==> config.mk <==
export PLATFORM = sky130hd
export DESIGN_NAME = memory_arbiter
export DESIGN_NICKNAME = d
export VERILOG_FILES = /design/src/rtl/memory_arbiter_pkg.sv /design/src/rtl/arb_priority_select.sv /design/src/rtl/memory_arbiter.sv
export SDC_FILE = /design/constraint.sdc
export NUM_CORES = 1
export LEC_CHECK = 0
export ABC_CLOCK_PERIOD_IN_PS = 1900
export CORE_AREA = 3 3 91 93
export DETAILED_ROUTE_END_ITERATION = 10
export DIE_AREA = 0 0 94 96
export DONT_BUFFER_PORTS = 1
export GPL_ROUTABILITY_DRIVEN = 0
export PLACE_DENSITY_LB_ADDON = 0.15
export SETUP_SLACK_MARGIN = 0.2
export SLEW_MARGIN = 15
export SYNTH_ARGS = -nofsm -noshare
export SYNTH_HDL_FRONTEND = slang
export SYNTH_HIERARCHICAL = 1
export SYNTH_SLANG_ARGS = --single-unit
==> constraint.sdc <==
create_clock -name clk -period 1.9 [get_ports clk]
set_input_delay 0.38 -clock clk [delete_from_list [all_inputs] [get_ports clk]]
set_output_delay 0.38 -clock clk [all_outputs]
set_load 0.03 [all_outputs]
==> src/rtl/memory_arbiter_pkg.sv <==
// Shared types and constants for the instruction/data main-memory arbiter.
package memory_arbiter_pkg;

    localparam int ARB_STREAK_W = 4;

    typedef enum logic [1:0] {
        ARB_IDLE    = 2'd0,
        ARB_GRANT_I = 2'd1,
        ARB_GRANT_D = 2'd2,
        ARB_RELEASE = 2'd3
    } arbState_t;

endpackage

==> src/rtl/arb_priority_select.sv <==
// Arbitration decision for an idle memory port: data first, unless the
// instruction side has already waited through MAX_D_STREAK data grants.
module arb_priority_select
    import memory_arbiter_pkg::*;
#(
    parameter int MAX_D_STREAK = 4
) (
    input  logic                    reqI,
    input  logic                    reqD,
    input  logic [ARB_STREAK_W-1:0] dStreak,
    output logic                    pickI,
    output logic                    pickD
);

    localparam logic [ARB_STREAK_W-1:0] MAX_STREAK = ARB_STREAK_W'(MAX_D_STREAK);

    // Choose one requester; instruction wins a tie only once the streak limit is hit.
    always_comb begin
        pickI = 1'b0;
        pickD = 1'b0;
        if (reqD && !(reqI && (dStreak == MAX_STREAK))) begin
            pickD = 1'b1;
        end else if (reqI) begin
            pickI = 1'b1;
        end else begin
            pickI = 1'b0;
            pickD = 1'b0;
        end
    end

endmodule

==> src/rtl/memory_arbiter.sv <==
// Shares one main-memory port between the instruction and data L1 caches,
// with a registered grant FSM and a combinational output/ready mux.
module memory_arbiter
    import memory_arbiter_pkg::*;
#(
    parameter int MAX_D_STREAK = 4
) (
    input  logic        clk,
    input  logic        reset,
    input  logic [31:0] iAddress,
    input  logic        iReadEnable,
    output logic        iReady,
    input  logic [31:0] dAddress,
    input  logic [31:0] dDataOut,
    input  logic        dReadEnable,
    input  logic        dWriteEnable,
    output logic        dReady,
    output logic [31:0] readData,
    output logic [31:0] memoryAddress,
    output logic [31:0] memoryDataOut,
    output logic        memoryReadEnable,
    output logic        memoryWriteEnable,
    input  logic [31:0] memoryDataIn,
    input  logic        memoryReady,
    output logic        grantI,
    output logic        grantD
);

    localparam logic [ARB_STREAK_W-1:0] MAX_STREAK  = ARB_STREAK_W'(MAX_D_STREAK);
    localparam logic [ARB_STREAK_W-1:0] STREAK_ZERO = {ARB_STREAK_W{1'b0}};
    localparam logic [ARB_STREAK_W-1:0] STREAK_ONE  = {{(ARB_STREAK_W-1){1'b0}}, 1'b1};

    arbState_t               state_r;
    arbState_t               nextState_s;
    logic [ARB_STREAK_W-1:0] dStreak_r;
    logic [ARB_STREAK_W-1:0] dStreakNext_s;
    logic                    reqI_s;
    logic                    reqD_s;
    logic                    pickI_s;
    logic                    pickD_s;

    assign reqI_s = iReadEnable;
    assign reqD_s = dReadEnable | dWriteEnable;

    arb_priority_select #(
        .MAX_D_STREAK (MAX_D_STREAK)
    ) u_select (
        .reqI    (reqI_s),
        .reqD    (reqD_s),
        .dStreak (dStreak_r),
        .pickI   (pickI_s),
        .pickD   (pickD_s)
    );

    // Next grant state and streak count; the streak only moves on an IDLE decision.
    always_comb begin
        nextState_s   = state_r;
        dStreakNext_s = dStreak_r;
        case (state_r)
            ARB_IDLE: begin
                if (pickD_s) begin
                    nextState_s = ARB_GRANT_D;
                    if (!reqI_s) begin
                        dStreakNext_s = STREAK_ZERO;
                    end else if (dStreak_r < MAX_STREAK) begin
                        dStreakNext_s = dStreak_r + STREAK_ONE;
                    end else begin
                        dStreakNext_s = MAX_STREAK;
                    end
                end else if (pickI_s) begin
                    nextState_s   = ARB_GRANT_I;
                    dStreakNext_s = STREAK_ZERO;
                end else begin
                    nextState_s = ARB_IDLE;
                end
            end
            ARB_GRANT_I, ARB_GRANT_D: begin
                if (memoryReady) begin
                    nextState_s = ARB_RELEASE;
                end else begin
                    nextState_s = state_r;
                end
            end
            ARB_RELEASE: nextState_s = ARB_IDLE;
            default:     nextState_s = ARB_IDLE;
        endcase
    end

    // Grant state and streak registers.
    always_ff @(posedge clk or posedge reset) begin
        if (reset) begin
            state_r   <= ARB_IDLE;
            dStreak_r <= STREAK_ZERO;
        end else begin
            state_r   <= nextState_s;
            dStreak_r <= dStreakNext_s;
        end
    end

    // Route the owner's signals to memory and memory's ready back to the owner only.
    always_comb begin
        memoryAddress     = 32'd0;
        memoryDataOut     = 32'd0;
        memoryReadEnable  = 1'b0;
        memoryWriteEnable = 1'b0;
        iReady            = 1'b0;
        dReady            = 1'b0;
        grantI            = 1'b0;
        grantD            = 1'b0;
        case (state_r)
            ARB_GRANT_I: begin
                grantI           = 1'b1;
                memoryAddress    = iAddress;
                memoryReadEnable = iReadEnable;
                iReady           = memoryReady;
            end
            ARB_GRANT_D: begin
                grantD            = 1'b1;
                memoryAddress     = dAddress;
                memoryDataOut     = dDataOut;
                // A simultaneous read+write request is carried out as a write.
                memoryWriteEnable = dWriteEnable;
                memoryReadEnable  = dReadEnable & ~dWriteEnable;
                dReady            = memoryReady;
            end
            default: begin
                grantI = 1'b0;
                grantD = 1'b0;
            end
        endcase
    end

    assign readData = memoryDataIn;

endmodule

==> results of run 1 <==
==> critical path: stages (launching register included) <==
cell	delay, ps
dfrtp_1	350
inv_2	60
buf_6	120
ha_4	290
buf_12	140
nor2b_4	160
buf_6	140
==> cell type report <==
class	instances	area, um^2	share of cell area
clock buffer	3	41.3	0.0180
sequential	6	150	0.0655
tap	102	128	0.0556
multi-input combinational	130	1400	0.612
inverter	4	15.0	0.00655
timing repair buffer	33	557	0.243
==> final timing paths <==
kind | slack [ps] | endpoint | startpoint | cells past startpoint
worst max-delay path | 30 | memoryAddress[1] | state_r[0] | 6
worst min-delay path | 380 | state_r[1] | memoryReady | 2
worst max register to register | 450 | dStreak_r[1] | dStreak_r[0] | 4
worst min register to register | 560 | dStreak_r[2] | dStreak_r[2] | 2
max in group asynchronous | 1180 | dStreak_r[2] | reset | 2
min in group asynchronous | 520 | dStreak_r[3] | reset | 2
==> cells by family (layout without fill, tap and decap cells) <==
logic type | count (synthesis) | count (layout)
AOI/OAI and AO/OA | 43 | 43
adders and majority gates | 5 | 5
buffers and inverters | 50 | 40
DFF | 6 | 6
and+or+nand+nor | 82 | 82
==> cell usage after synthesis, types with 4 or more instances <==
library cell	instances	area (um^2)
a22oi_1	32	240
and2_1	36	225
buf_4	37	278
dfrtp_1	6	150
ha_1	5	62.6
inv_1	4	15.0
nand2_1	5	18.8
nor2b_1	32	200
o21ai_0	4	20.0
==> state kept, by name, summed over array words and instances (netlist names) <==
register   cells
dStreak_r      4
state_r        2
==> layer usage <==
layer,vias up,part of all wire
met2,99,0.59
met1,643,0.31
met4,0,0.0041
li1,582,-
met3,8,0.093
met5,-,0
==> power breakdown <==
part | total (mW) | switching [mW] | internal, mW
Clock | 0.186 | 0.0505 | 0.136
Sequential | 0.219 | 0.0477 | 0.171
Combinational | 5.40 | 2.80 | 2.60
Total | 5.80 | 2.90 | 2.90
==> placed cells by master (no fill, tap or decap), types with 4 or more instances in the layout <==
master     instances
buf_6             11
dfrtp_1            6
nand2_1            5
buf_12             8
buf_16             4
clkbuf_16          4
and2_4            35
a22oi_2           29
nor2b_4           31
==> repair_timing <==
item,CTS,global route
gates cloned,4,5
resized for setup,64,33
endpoints found under the hold margin,6,0
setup buffers,9,2
setup endpoints to repair,70,72
pin swaps,2,8
hold buffers,1,0
==> out/metrics.csv, run 1 <==
metric,value,unit
portBuffers,0,
p_leak,0.911,nW
crit_fanout,17,
grt_max_degree,24,
end_kind,output pin,
synth-xor-area-share,0,
tightest_slew,281,ps
overflow,0,
detailed_place.area,1590,um^2
syn_to_final_growth,64.7,%
synth-compound-area-share,0.226,
io_pins,236,
n_fill_cell,772,
nets,317,
setup_viol,0,
crit_type,register to output pin,
clock_latency,220,ps
die_w,94,um
floorplan.initialDensity,0.183,
drv_cap,0,
slew_headroom,0.811,
hold_path.class,input pin to register,
row_count,32,
ys_seq_elements,6,
ys_async_sr_fraction,1.00,
instances_no_fill,278,
antenna_cells,0,
yosysUniqueCellTypes,23,
numCtsBuffers,3,
groute.layer.met3.usage,0.0266,
pre_cts_slack,62.2,ps
drive_gt1_frac,0.795,
period_minus_slack,1870,ps
use_met2,0.238,
top_usage_layer,met2,
slew_violations,0,
grt.met1_usage,0.110,
synth_warnings,6,
status,"finished, final reports clean",
worstPathArrival,1490,ps
via_per_inst,4.79,
grt_pass1_vias,1261,
start_kind,register,
h-tree-depth,1,
yosys.area_share.simple,0.368,
drt_pass1_iterations,4,
synth_edf_count,0,
synthMuxAreaShare,0,
ant_nets,0,
finalWorstSetupSlack,25.9,ps
final_area,2290,um^2
drc,0,
peakVddDrop,0.657,mV
max_freq,0.534,GHz
synth_cells,186,
dp_hpwl,4.18,mm
wl_per_cell,22.8,um
cp.required,1520,ps
finalClockSkew,3.83,ps
syn_avg_cell_area,7.49,um^2
dieArea,9020,um^2
track_usage,0.112,
postRouteWirelength,6.35,mm
die_h,96,um
synthesis.nets,325,
antenna_found_initial,0,
vias,1332,
path_clk_slew,40,ps
min_period_over_period,0.986,
tritoncts,done,
total_power,5.80,mW
grt_setup_unrepaired,yes,
postLayoutCoreUtil,0.301,
synth_area,1390,um^2
hold_viol_final,0,
grt_pass1_wl,7.45,mm
seq_area_frac_synth,0.108,
clock_path_buffers,2,
synth_top_family_by_area,simple AND/OR/NAND/NOR gates,
p_per_area,2530,nW/um^2
fin_hold_ws,379,ps
core_area,7610,um^2
drt_iter0_markers,10,
tns,0,ps
placedCellCount,254,
cts.sinks,6,
ys.flop_type,dfrtp_1,
cts-root-buf,clkbuf_8,
synth_fa_ha_area_frac,0.0449,
Note: power is estimated with default switching activity, not from simulation.
==> run 2: changes to the inputs <==
==> constraint.sdc (replaced) <==
create_clock -name clk -period 1.9 [get_ports clk]
set_input_delay 0.38 -clock clk [delete_from_list [all_inputs] [get_ports clk]]
set_output_delay 0.38 -clock clk [all_outputs]
set_load 0.005 [all_outputs]
==> out/metrics.csv, run 2 (synthesized netlist as in run 1, its figures left out) <==
metric,value,unit,change
groute.layer.met3.usage,0.0414,,+0.0149
use_met2,0.168,,-0.0698
h-tree-depth,1,,unchanged
p_leak,0.604,nW,-34%
top_usage_layer,met2,,
grt_pass1_wl,6.67,mm,-10%
final_cell_mix,"30 x a22oi_1, 28 x nor2b_1, 22 x and2_4, 14 x and2_1, 6 x dfrtp_1",,
grt.met1_usage,0.120,,+0.0102
clock_path_buffers,2,,unchanged
grt_pass1_vias,1043,,-17%
clock_latency,220,ps,about the same
drt_pass1_iterations,4,,unchanged
vias,1222,,-8.3%
min_period_over_period,0.946,,-0.0400
drv_cap,0,,unchanged
slew_violations,0,,unchanged
largest_reg_flops,4,,unchanged
start_kind,register,,
core_area,7610,um^2,unchanged
cts.sinks,6,,unchanged
wl_per_cell,21.0,um,-8.2%
slew_headroom,0.801,,-0.0101
top_register,dStreak_r,,
overflow,0,,unchanged
dp_hpwl,4.13,mm,-1.4%
worstHoldPathCells,2,,unchanged
die_h,96,um,unchanged
crit_fanout,5,,-12
postRouteWirelength,5.48,mm,-14%
track_usage,0.0983,,-0.0135
placedCellCount,248,,-2.4%
row_count,32,,unchanged
instances_no_fill,261,,-6.1%
floorplan.initialDensity,0.183,,unchanged
dieArea,9020,um^2,unchanged
r2r_cells,4,,unchanged
tritoncts,done,,
grt_setup_unrepaired,yes,,
drive_gt1_frac,0.346,,-0.450
worstPathArrival,1420,ps,-70 ps
cp.required,1520,ps,about the same
ant_nets,0,,unchanged
end_kind,output pin,,
hold_viol_final,0,,unchanged
nets,300,,-5.4%
antenna_found_initial,0,,unchanged
path_clk_slew,30,ps,about the same
period_minus_slack,1800,ps,-76.0 ps
finalClockSkew,0.676,ps,-3.16 ps
status,"finished, final reports clean",,
crit_type,register to output pin,,
layout_commonest_cell,a22oi_1,,
reg_top3,"dStreak_r (4), state_r (2)",,
io_pins,236,,unchanged
setup_viol,0,,unchanged
drc,0,,unchanged
grt_max_degree,26,,+8.3%
tightest_slew,296,ps,+15.1 ps
portBuffers,0,,unchanged
via_per_inst,4.68,,-2.3%
syn_to_final_growth,17.4,%,
antenna_cells,0,,unchanged
p_per_area,1880,nW/um^2,-25%
tns,0,ps,unchanged
drt_iter0_markers,29,,+19
peakVddDrop,0.803,mV,+22%
die_w,94,um,unchanged
max_freq,0.556,GHz,+4.2%
hold_path.class,input pin to register,,
fin_hold_ws,377,ps,-2.04 ps
numCtsBuffers,3,,unchanged
cts-root-buf,clkbuf_8,,
## run 2: per-stage QoR
| stage | instance area (um^2) | utilization | setup slack [ps] | total power, mW |
|---|---|---|---|---|
| 3_5_place_dp | 1270 | 0.167 | 256 | 2.11 |
| 5_1_grt | 1640 | 0.215 | 40.5 | 3.35 |
| 6_report | 1640 | 0.215 | 102 | 3.08 |
| 2_1_floorplan | 1390 | - | 376 | 1.71 |
| 4_1_cts | 1510 | 0.198 | 121 | 2.83 |
| 3_3_place_gp | 1270 | 0.167 | 279 | 2.13 |
## run 2: metal layers
metal,routed length [um],part of all wire
met3,663,0.12
met4,0,0
met1,1960,0.36
met2,2850,0.52
met5,0,0
## run 2: area by class of cell
| class | instances | area, um^2 |
|---|---|---|
| clock buffer | 3 | 41.3 |
| fill | 818 | 5970 |
| inverter | 4 | 15.0 |
| multi-input combinational | 130 | 1000 |
| sequential | 6 | 150 |
| tap | 102 | 128 |
| timing repair buffer | 16 | 299 |
## run 2: critical path, cell delays in order, from the launching register on
cell and delay, ps:
dfrtp_1 390, inv_2 120, ha_4 190, buf_12 130, buf_12 110, clkbuf_16 120, and2_4 130
## run 2: final timing paths
check / slack [ps] / to / startpoint
setup / recovery: 100 / memoryDataOut[3] / state_r[0]
hold reg to reg: 540 / dStreak_r[2] / dStreak_r[2]
max in group asynchronous: 1200 / dStreak_r[3] / reset
min in group asynchronous: 520 / state_r[0] / reset
setup reg to reg: 440 / dStreak_r[1] / dStreak_r[0]
hold / removal: 380 / state_r[1] / memoryReady
## run 2: repair_timing
action | 4_1_cts | 5_1_grt
pin swaps | 0 | 1
hold buffers | 1 | 0
cloned | 3 | 2
gates resized for setup | 22 | 21
endpoints found under the hold margin | 6 | 0
endpoints found under the setup margin | 68 | 70
setup buffers | 3 | 1
## run 2: where the power goes
part	leakage, nW	internal (mW)	total [mW]	switching, mW
clock network	0.0216	0.136	0.186	0.0504
logic	0.505	1.46	2.68	1.22
registers	0.0781	0.171	0.220	0.0490
total	0.604	1.76	3.08	1.32
